$ cat src/rtl/cache_refill_pkg.sv
// cache_refill_pkg: shared data-cache geometry, refill FSM state encoding and
// cache address slice helpers used by the line-fill controller.
package cache_refill_pkg;

  localparam int unsigned LINE_BYTES = 64;
  localparam int unsigned BEAT_BYTES = 8;
  localparam int unsigned CACHE_AW   = 13;
  localparam int unsigned BEAT_SHIFT = $clog2(BEAT_BYTES);

  typedef enum logic [1:0] {
    S_IDLE = 2'd0,
    S_REQ  = 2'd1,
    S_FILL = 2'd2,
    S_DONE = 2'd3
  } refill_state_e;

  // Cache byte address with the in-line offset (low off_w bits) cleared.
  function automatic logic [CACHE_AW-1:0] line_base(input logic [CACHE_AW-1:0] a,
                                                    input int unsigned         off_w);
    return a & ~((CACHE_AW'(1) << off_w) - CACHE_AW'(1));
  endfunction

  // Byte address of beat 'idx' within the line starting at 'base'.
  function automatic logic [CACHE_AW-1:0] beat_addr(input logic [CACHE_AW-1:0] base,
                                                    input int unsigned         idx);
    return base | CACHE_AW'(idx << BEAT_SHIFT);
  endfunction

endpackage

$ cat src/rtl/cache_refill_beat_ctr.sv
// refill_beat_ctr: wrapping beat index and beat counter for one line refill.
//   init          : load idx from start_idx and clear count (start of refill)
//   start_idx     : critical word index within the line
//   advance       : one beat has been written
//   idx           : line-relative index of the beat to write next
//   count         : beats written so far
//   last_expected : the next beat is the final beat of the line
module refill_beat_ctr #(
  parameter int unsigned LINE_BEATS = 8,
  parameter int unsigned IDX_W      = $clog2(LINE_BEATS),
  parameter int unsigned CNT_W      = IDX_W + 1
) (
  input  logic             clk,
  input  logic             rst_n,
  input  logic             init,
  input  logic [IDX_W-1:0] start_idx,
  input  logic             advance,
  output logic [IDX_W-1:0] idx,
  output logic [CNT_W-1:0] count,
  output logic             last_expected
);

  logic [IDX_W-1:0] idx_q, idx_d;
  logic [CNT_W-1:0] count_q, count_d;

  always_comb begin
    idx_d   = idx_q;
    count_d = count_q;
    if (init) begin
      idx_d   = start_idx;
      count_d = '0;
    end else if (advance) begin
      // LINE_BEATS is a power of two, so natural overflow wraps within the line.
      idx_d   = idx_q + IDX_W'(1);
      count_d = count_q + CNT_W'(1);
    end
  end

  always_ff @(posedge clk or negedge rst_n) begin
    if (!rst_n) begin
      idx_q   <= '0;
      count_q <= '0;
    end else begin
      idx_q   <= idx_d;
      count_q <= count_d;
    end
  end

  assign idx           = idx_q;
  assign count         = count_q;
  assign last_expected = (count_q == CNT_W'(LINE_BEATS - 1));

endmodule

$ cat src/rtl/cache_refill.sv
// cache_refill: line-fill and store-write controller in front of the data
// cache write port. A miss issues a critical-word-first wrapping burst; each
// returned beat is registered into the cache write port, the first beat is
// forwarded to the core, and completion/error is reported on fill_done /
// fill_err. While idle, core byte-masked stores pass to the same write port.
//   miss_req/miss_addr          : refill request (sampled in IDLE only)
//   busy/fill_done/fill_err     : refill status
//   crit_valid/crit_data        : critical word forward
//   bus_req/bus_addr/bus_gnt    : burst read request handshake
//   bus_rvalid/rdata/rlast/rerr : burst read beats
//   st_valid/addr/data/bsel     : core store, accepted when st_ready
//   cw_addr/data/we/bsel        : registered cache write port
module cache_refill
  import cache_refill_pkg::*;
#(
  parameter int unsigned LINE_BEATS = 8,
  parameter int unsigned PA_W       = 32
) (
  input  logic                clk,
  input  logic                rst_n,
  input  logic                miss_req,
  input  logic [PA_W-1:0]     miss_addr,
  output logic                busy,
  output logic                fill_done,
  output logic                fill_err,
  output logic                crit_valid,
  output logic [63:0]         crit_data,
  output logic                bus_req,
  output logic [PA_W-1:0]     bus_addr,
  input  logic                bus_gnt,
  input  logic                bus_rvalid,
  input  logic [63:0]         bus_rdata,
  input  logic                bus_rlast,
  input  logic                bus_rerr,
  input  logic                st_valid,
  input  logic [CACHE_AW-1:0] st_addr,
  input  logic [63:0]         st_data,
  input  logic [7:0]          st_bsel,
  output logic                st_ready,
  output logic [CACHE_AW-1:0] cw_addr,
  output logic [63:0]         cw_data,
  output logic                cw_we,
  output logic [7:0]          cw_bsel
);

  localparam int unsigned IDX_W = $clog2(LINE_BEATS);
  localparam int unsigned CNT_W = IDX_W + 1;
  localparam int unsigned OFF_W = IDX_W + BEAT_SHIFT;

  refill_state_e       state_q, state_d;
  logic [PA_W-1:0]     addr_q, addr_d;
  logic                err_q, err_d;
  logic [CACHE_AW-1:0] cw_addr_q, cw_addr_d;
  logic [63:0]         cw_data_q, cw_data_d;
  logic                cw_we_q, cw_we_d;
  logic [7:0]          cw_bsel_q, cw_bsel_d;
  logic                crit_valid_q, crit_valid_d;
  logic [63:0]         crit_data_q, crit_data_d;

  logic                ctr_init;
  logic                ctr_adv;
  logic [IDX_W-1:0]    beat_idx;
  logic [CNT_W-1:0]    beat_count;
  logic                last_expected;

  refill_beat_ctr #(
    .LINE_BEATS (LINE_BEATS),
    .IDX_W      (IDX_W),
    .CNT_W      (CNT_W)
  ) u_beat_ctr (
    .clk           (clk),
    .rst_n         (rst_n),
    .init          (ctr_init),
    .start_idx     (miss_addr[OFF_W-1:BEAT_SHIFT]),
    .advance       (ctr_adv),
    .idx           (beat_idx),
    .count         (beat_count),
    .last_expected (last_expected)
  );

  always_comb begin
    state_d      = state_q;
    addr_d       = addr_q;
    err_d        = err_q;
    cw_we_d      = 1'b0;
    cw_addr_d    = cw_addr_q;
    cw_data_d    = cw_data_q;
    cw_bsel_d    = cw_bsel_q;
    crit_valid_d = 1'b0;
    crit_data_d  = crit_data_q;
    ctr_init     = 1'b0;
    ctr_adv      = 1'b0;

    unique case (state_q)
      S_IDLE: begin
        if (miss_req) begin
          // The miss wins over a simultaneous store; the store is retried later.
          state_d  = S_REQ;
          addr_d   = miss_addr & ~PA_W'(BEAT_BYTES - 1);
          err_d    = 1'b0;
          ctr_init = 1'b1;
        end else if (st_valid) begin
          cw_we_d   = 1'b1;
          cw_addr_d = st_addr;
          cw_data_d = st_data;
          cw_bsel_d = st_bsel;
        end
      end
      S_REQ: begin
        if (bus_gnt) state_d = S_FILL;
      end
      S_FILL: begin
        if (bus_rvalid) begin
          if (bus_rerr) begin
            // Erroring beat is dropped; the line will be reported invalid.
            err_d   = 1'b1;
            state_d = S_DONE;
          end else begin
            cw_we_d   = 1'b1;
            cw_addr_d = beat_addr(line_base(addr_q[CACHE_AW-1:0], OFF_W), 32'(beat_idx));
            cw_data_d = bus_rdata;
            cw_bsel_d = '1;
            ctr_adv   = 1'b1;
            if (beat_count == '0) begin
              crit_valid_d = 1'b1;
              crit_data_d  = bus_rdata;
            end
            // Final beat must carry rlast; an rlast any earlier is a short burst.
            if (last_expected) begin
              state_d = S_DONE;
              err_d   = ~bus_rlast;
            end else if (bus_rlast) begin
              state_d = S_DONE;
              err_d   = 1'b1;
            end
          end
        end
      end
      S_DONE: begin
        state_d = S_IDLE;
      end
      default: begin
        state_d = S_IDLE;
      end
    endcase
  end

  always_ff @(posedge clk or negedge rst_n) begin
    if (!rst_n) begin
      state_q      <= S_IDLE;
      addr_q       <= '0;
      err_q        <= 1'b0;
      cw_addr_q    <= '0;
      cw_data_q    <= '0;
      cw_we_q      <= 1'b0;
      cw_bsel_q    <= '0;
      crit_valid_q <= 1'b0;
      crit_data_q  <= '0;
    end else begin
      state_q      <= state_d;
      addr_q       <= addr_d;
      err_q        <= err_d;
      cw_addr_q    <= cw_addr_d;
      cw_data_q    <= cw_data_d;
      cw_we_q      <= cw_we_d;
      cw_bsel_q    <= cw_bsel_d;
      crit_valid_q <= crit_valid_d;
      crit_data_q  <= crit_data_d;
    end
  end

  assign busy       = (state_q != S_IDLE);
  assign bus_req    = (state_q == S_REQ);
  assign bus_addr   = addr_q;
  assign fill_done  = (state_q == S_DONE);
  assign fill_err   = fill_done & err_q;
  assign crit_valid = crit_valid_q;
  assign crit_data  = crit_data_q;
  assign cw_addr    = cw_addr_q;
  assign cw_data    = cw_data_q;
  assign cw_we      = cw_we_q;
  assign cw_bsel    = cw_bsel_q;
  // Gated by rst_n so the combinational ready is also low while in reset.
  assign st_ready   = rst_n & (state_q == S_IDLE) & ~miss_req;

endmodule
$ cat config.mk
export PLATFORM = sky130hd
export DESIGN_NAME = cache_refill
export DESIGN_NICKNAME = d
export VERILOG_FILES = /design/src/rtl/cache_refill_pkg.sv /design/src/rtl/cache_refill_beat_ctr.sv /design/src/rtl/cache_refill.sv
export SDC_FILE = /design/constraint.sdc
export NUM_CORES = 1
export LEC_CHECK = 0
export BUFFER_PORTS_ARGS = -buffer_cell sky130_fd_sc_hd__buf_2
export CELL_PAD_IN_SITES_DETAIL_PLACEMENT = 0
export CELL_PAD_IN_SITES_GLOBAL_PLACEMENT = 2
export CORE_ASPECT_RATIO = 0.75
export CORE_MARGIN = 5
export CORE_UTILIZATION = 30
export DETAILED_ROUTE_END_ITERATION = 10
export HOLD_SLACK_MARGIN = 0.02
export PLACE_DENSITY_LB_ADDON = 0.25
export SLEW_MARGIN = 20
export SYNTH_ARGS = -nofsm -noshare
export SYNTH_HDL_FRONTEND = slang
export SYNTH_HIERARCHICAL = 1
export SYNTH_SLANG_ARGS = --single-unit
export TNS_END_PERCENT = 100
$ cat constraint.sdc
create_clock -name clk -period 2.3 [get_ports clk]
set_input_delay 0.345 -clock clk [delete_from_list [all_inputs] [get_ports clk]]
set_output_delay 0.345 -clock clk [all_outputs]
set_load 0.005 [all_outputs]
==> out/results.tsv <==
stage	metric	value	unit
layout	mostFrequentLayoutCell	buf_2	
yosys	synth_edf_count	0	
setup_path	rrSetupSlack	0.20	ns
pwr	power.share.combinational	0.435	
clocking	htreeDepth	4	
clocking	clock_path_buffers	2	
layout	fin_nets	1134	
place	portBuffers	370	
setup_path	critPathKind	reg -> reg	
global_route	grt_start_max_net_pins	115	
sta	slew_headroom	0.541	
global_route	first_global_vias	6235	
pwr	leakage	5.52	nW
yosys	synthCells	557	
sta	maxSlewViolCount	0	
routing	drtIter0Drc	120	
hold_path	hold_end	bus_addr[13]$_DFFE_PN0P_	
die	rows	52	
die	die_y	154	um
pwr	sequentialPowerShare	0.368	
outcome	outcome	completed	
setup_path	cp-start-kind	register	
routing	dr.pass1.iters	5	
sta	grt_setup_unrepaired	false	
hold_path	holdPathStages	2	
yosys	synthTopCellsByArea	dfrtp_1 (57%), mux2_2 (28%), mux2_1 (5.6%)	
pwr	switching_power	5.13	mW
pwr	internal_power	10.7	mW
layout	seq_area	4750	um^2
yosys	ys.flop_type	dfrtp_1	
sta	fmax	476	MHz
yosys	synthDominantCellAreaShare	0.573	
sta	max_slew.worst_pin.slew	0.688	ns
setup_path	worstPathArrival	2.42	ns
clocking	cts_root_buf	clkbuf_16	
pwr	p_sw_frac	0.324	
yosys	syn_area	8300	um^2
routing	drtAntennaViolNets	0	
routing	wl	24200	um
routing	via_count	5800	
routing	wl_per_cell	18.6	um
pwr	peakVddDrop	0.000573	V
layout	final_core_util	0.417	
yosys	postSynth.asyncResetShare	1.00	
setup_path	rr_worst_depth	8	
place	placed_cell_area	10700	um^2
die	io_pins	377	
yosys	ys_ff_latch	190	
clocking	insertion_delay	0.43	ns
yosys	ys_types	33	
pwr	powerDensity	1400	nW/um^2
layout	drive_above_1_share	0.663	
setup_path	end_kind	register	
setup_path	crit_fanout	28	
global_route	track_usage	0.154	
layout	multi_input_area	3340	um^2
layout	fillCellCount	2699	
layout	fin_area	11300	um^2
setup_path	r2r_start	state_q[0]$_DFFE_PN0P_	
yosys	ys_warn_count	6	
place	place.gp.congestion	0.747	
yosys	yosysSeqAreaShare	0.573	
routing	avgViaCountPerCell	4.45	
clocking	numCtsBuffers	17	
flow_run	maxCapViolCount	0	
clocking	clock-sinks	190	
setup_path	cp.required	2.62	ns
yosys	synth_largest_area_cell	dfrtp_1	
global_route	grt_overflow	0	
die	dieWidth	202	um
sta	period_needed	2.10	ns
die	die_area	31100	um^2
layout	area_delta_synth_final	36.5	%
clocking	cts_tree	built	
place	dp_hpwl	18200	um
global_route	grt_pass1_wl	37500	um
die	core	27100	um^2
routing	drc	0	
pwr	clock_power_share	0.197	
hold_path	hold_start	miss_addr[13]	
global_route	antenna_found_initial	2	
sta	fin_worst_skew	0.00966	ns
die	start_util	0.306	
setup_path	reg2reg_to	cw_data[58]$_DFFE_PN0P_	
yosys	avgSynthCellArea	14.9	um^2
sta	period_share	0.913	
clocking	clk_pin_slew	0.07	ns
hold_path	hold_path.class	in -> reg	
sta	setup_viol	0	
layout	layout_common_cells	buf_2 (369), mux2_2 (204), dfrtp_1 (190)	
sta	setup_tns	0	ns
sta	hold_viol	0	
-- flip-flops by register name (all words and copies together) (netlist names) --
register / cells
u_beat_ctr/count: 4
state_q: 2
crit_valid: 1
cw_bsel: 8
cw_addr: 13
crit_data: 64
u_beat_ctr/idx: 3
bus_addr: 29
cw_data: 64
cw_we: 1
err_q: 1
-- cells in the mapped netlist (2+ instances only) --
library cell	count
clkbuf_1	14
mux2i_1	11
a21oi_1	2
nand2_1	7
nor2b_1	7
buf_2	10
ha_1	8
mux2_1	41
mux2_2	204
o41ai_1	2
o21ai_1	2
nand2b_1	3
xnor2_1	2
inv_1	15
buf_4	8
dfrtp_1	190
nor2_1	15
-- worst max path at each step --
stage | start | endpoint | slack [ns]
global route | state_q[0]$_DFFE_PN0P_ | cw_data[58]$_DFFE_PN0P_ | 0.06
floorplan | state_q[0]$_DFFE_PN0P_ | cw_data[24]$_DFFE_PN0P_ | 0.25
finish | state_q[0]$_DFFE_PN0P_ | cw_data[58]$_DFFE_PN0P_ | 0.20
global placement | state_q[0]$_DFFE_PN0P_ | cw_data[53]$_DFFE_PN0P_ | 0.04
CTS | state_q[0]$_DFFE_PN0P_ | cw_data[58]$_DFFE_PN0P_ | 0.02
detailed placement | state_q[0]$_DFFE_PN0P_ | cw_data[58]$_DFFE_PN0P_ | 0.04
-- power groups by stage --
stage | clock network (mW) | registers [mW] | logic (mW)
after floorplan | 0 | 6.03 | 3.66
after global placement | 0 | 5.85 | 6.99
after detailed placement | 0 | 5.88 | 7.07
after CTS | 3.22 | 5.84 | 7.09
after global routing | 3.37 | 6.06 | 7.58
final | 3.11 | 5.83 | 6.88
-- worst max-delay path, stage by stage (launching register included) --
cell      delay, ns
dfrtp_1        0.41
inv_2          0.13
ha_1           0.25
nand2b_1       0.07
a222oi_1       0.24
buf_4          0.18
buf_4          0.13
buf_12         0.20
mux2_2         0.36
-- per-stage QoR --
stage	worst slack [ns]	power (mW)	instances	hold WS (ns)
6_report	0.201	15.8	1303	0.135
2_1_floorplan	0.250	9.69	559	0.0494
5_1_grt	0.0593	17.0	1303	0.112
4_1_cts	0.0210	16.2	1300	0.106
3_3_place_gp	0.0382	12.8	1267	0.242
3_5_place_dp	0.0415	13.0	1267	0.246
-- routing by layer --
layer | part of all wire | global-route usage
met2 | 0.49 | 0.248
met5 | 0 | 0
met4 | 0.015 | 0.0423
met3 | 0.059 | 0.0491
met1 | 0.44 | 0.202
-- area by class of cell --
cell class              count  share of cell area
inverters                  15             0.00497
flip-flops and latches    190               0.420
clock inverters            12              0.0140
clock buffers              20              0.0394
diodes                      2            0.000442
repair buffers            392               0.188
multi-input cells         321               0.295
well taps                 351              0.0388
-- kinds of logic after synthesis --
family                   synth area share
multiplexers                        0.348
flip-flops                          0.573
buffers and inverters              0.0278
AND/OR/NAND/NOR                    0.0270
AO/OA/AOI/OAI                     0.00980
adder cells (fa/ha/maj)            0.0121
XOR/XNOR                          0.00211
other                            0.000452
-- timing repair --
action | CTS | global route
buffers inserted | 0 | 1
hold endpoints to repair | 22 | 0
endpoints found under the setup margin | 0 | 76
hold buffers | 1 | 0
resized for setup | 0 | 1
Note: power is estimated with default switching activity, not from simulation.
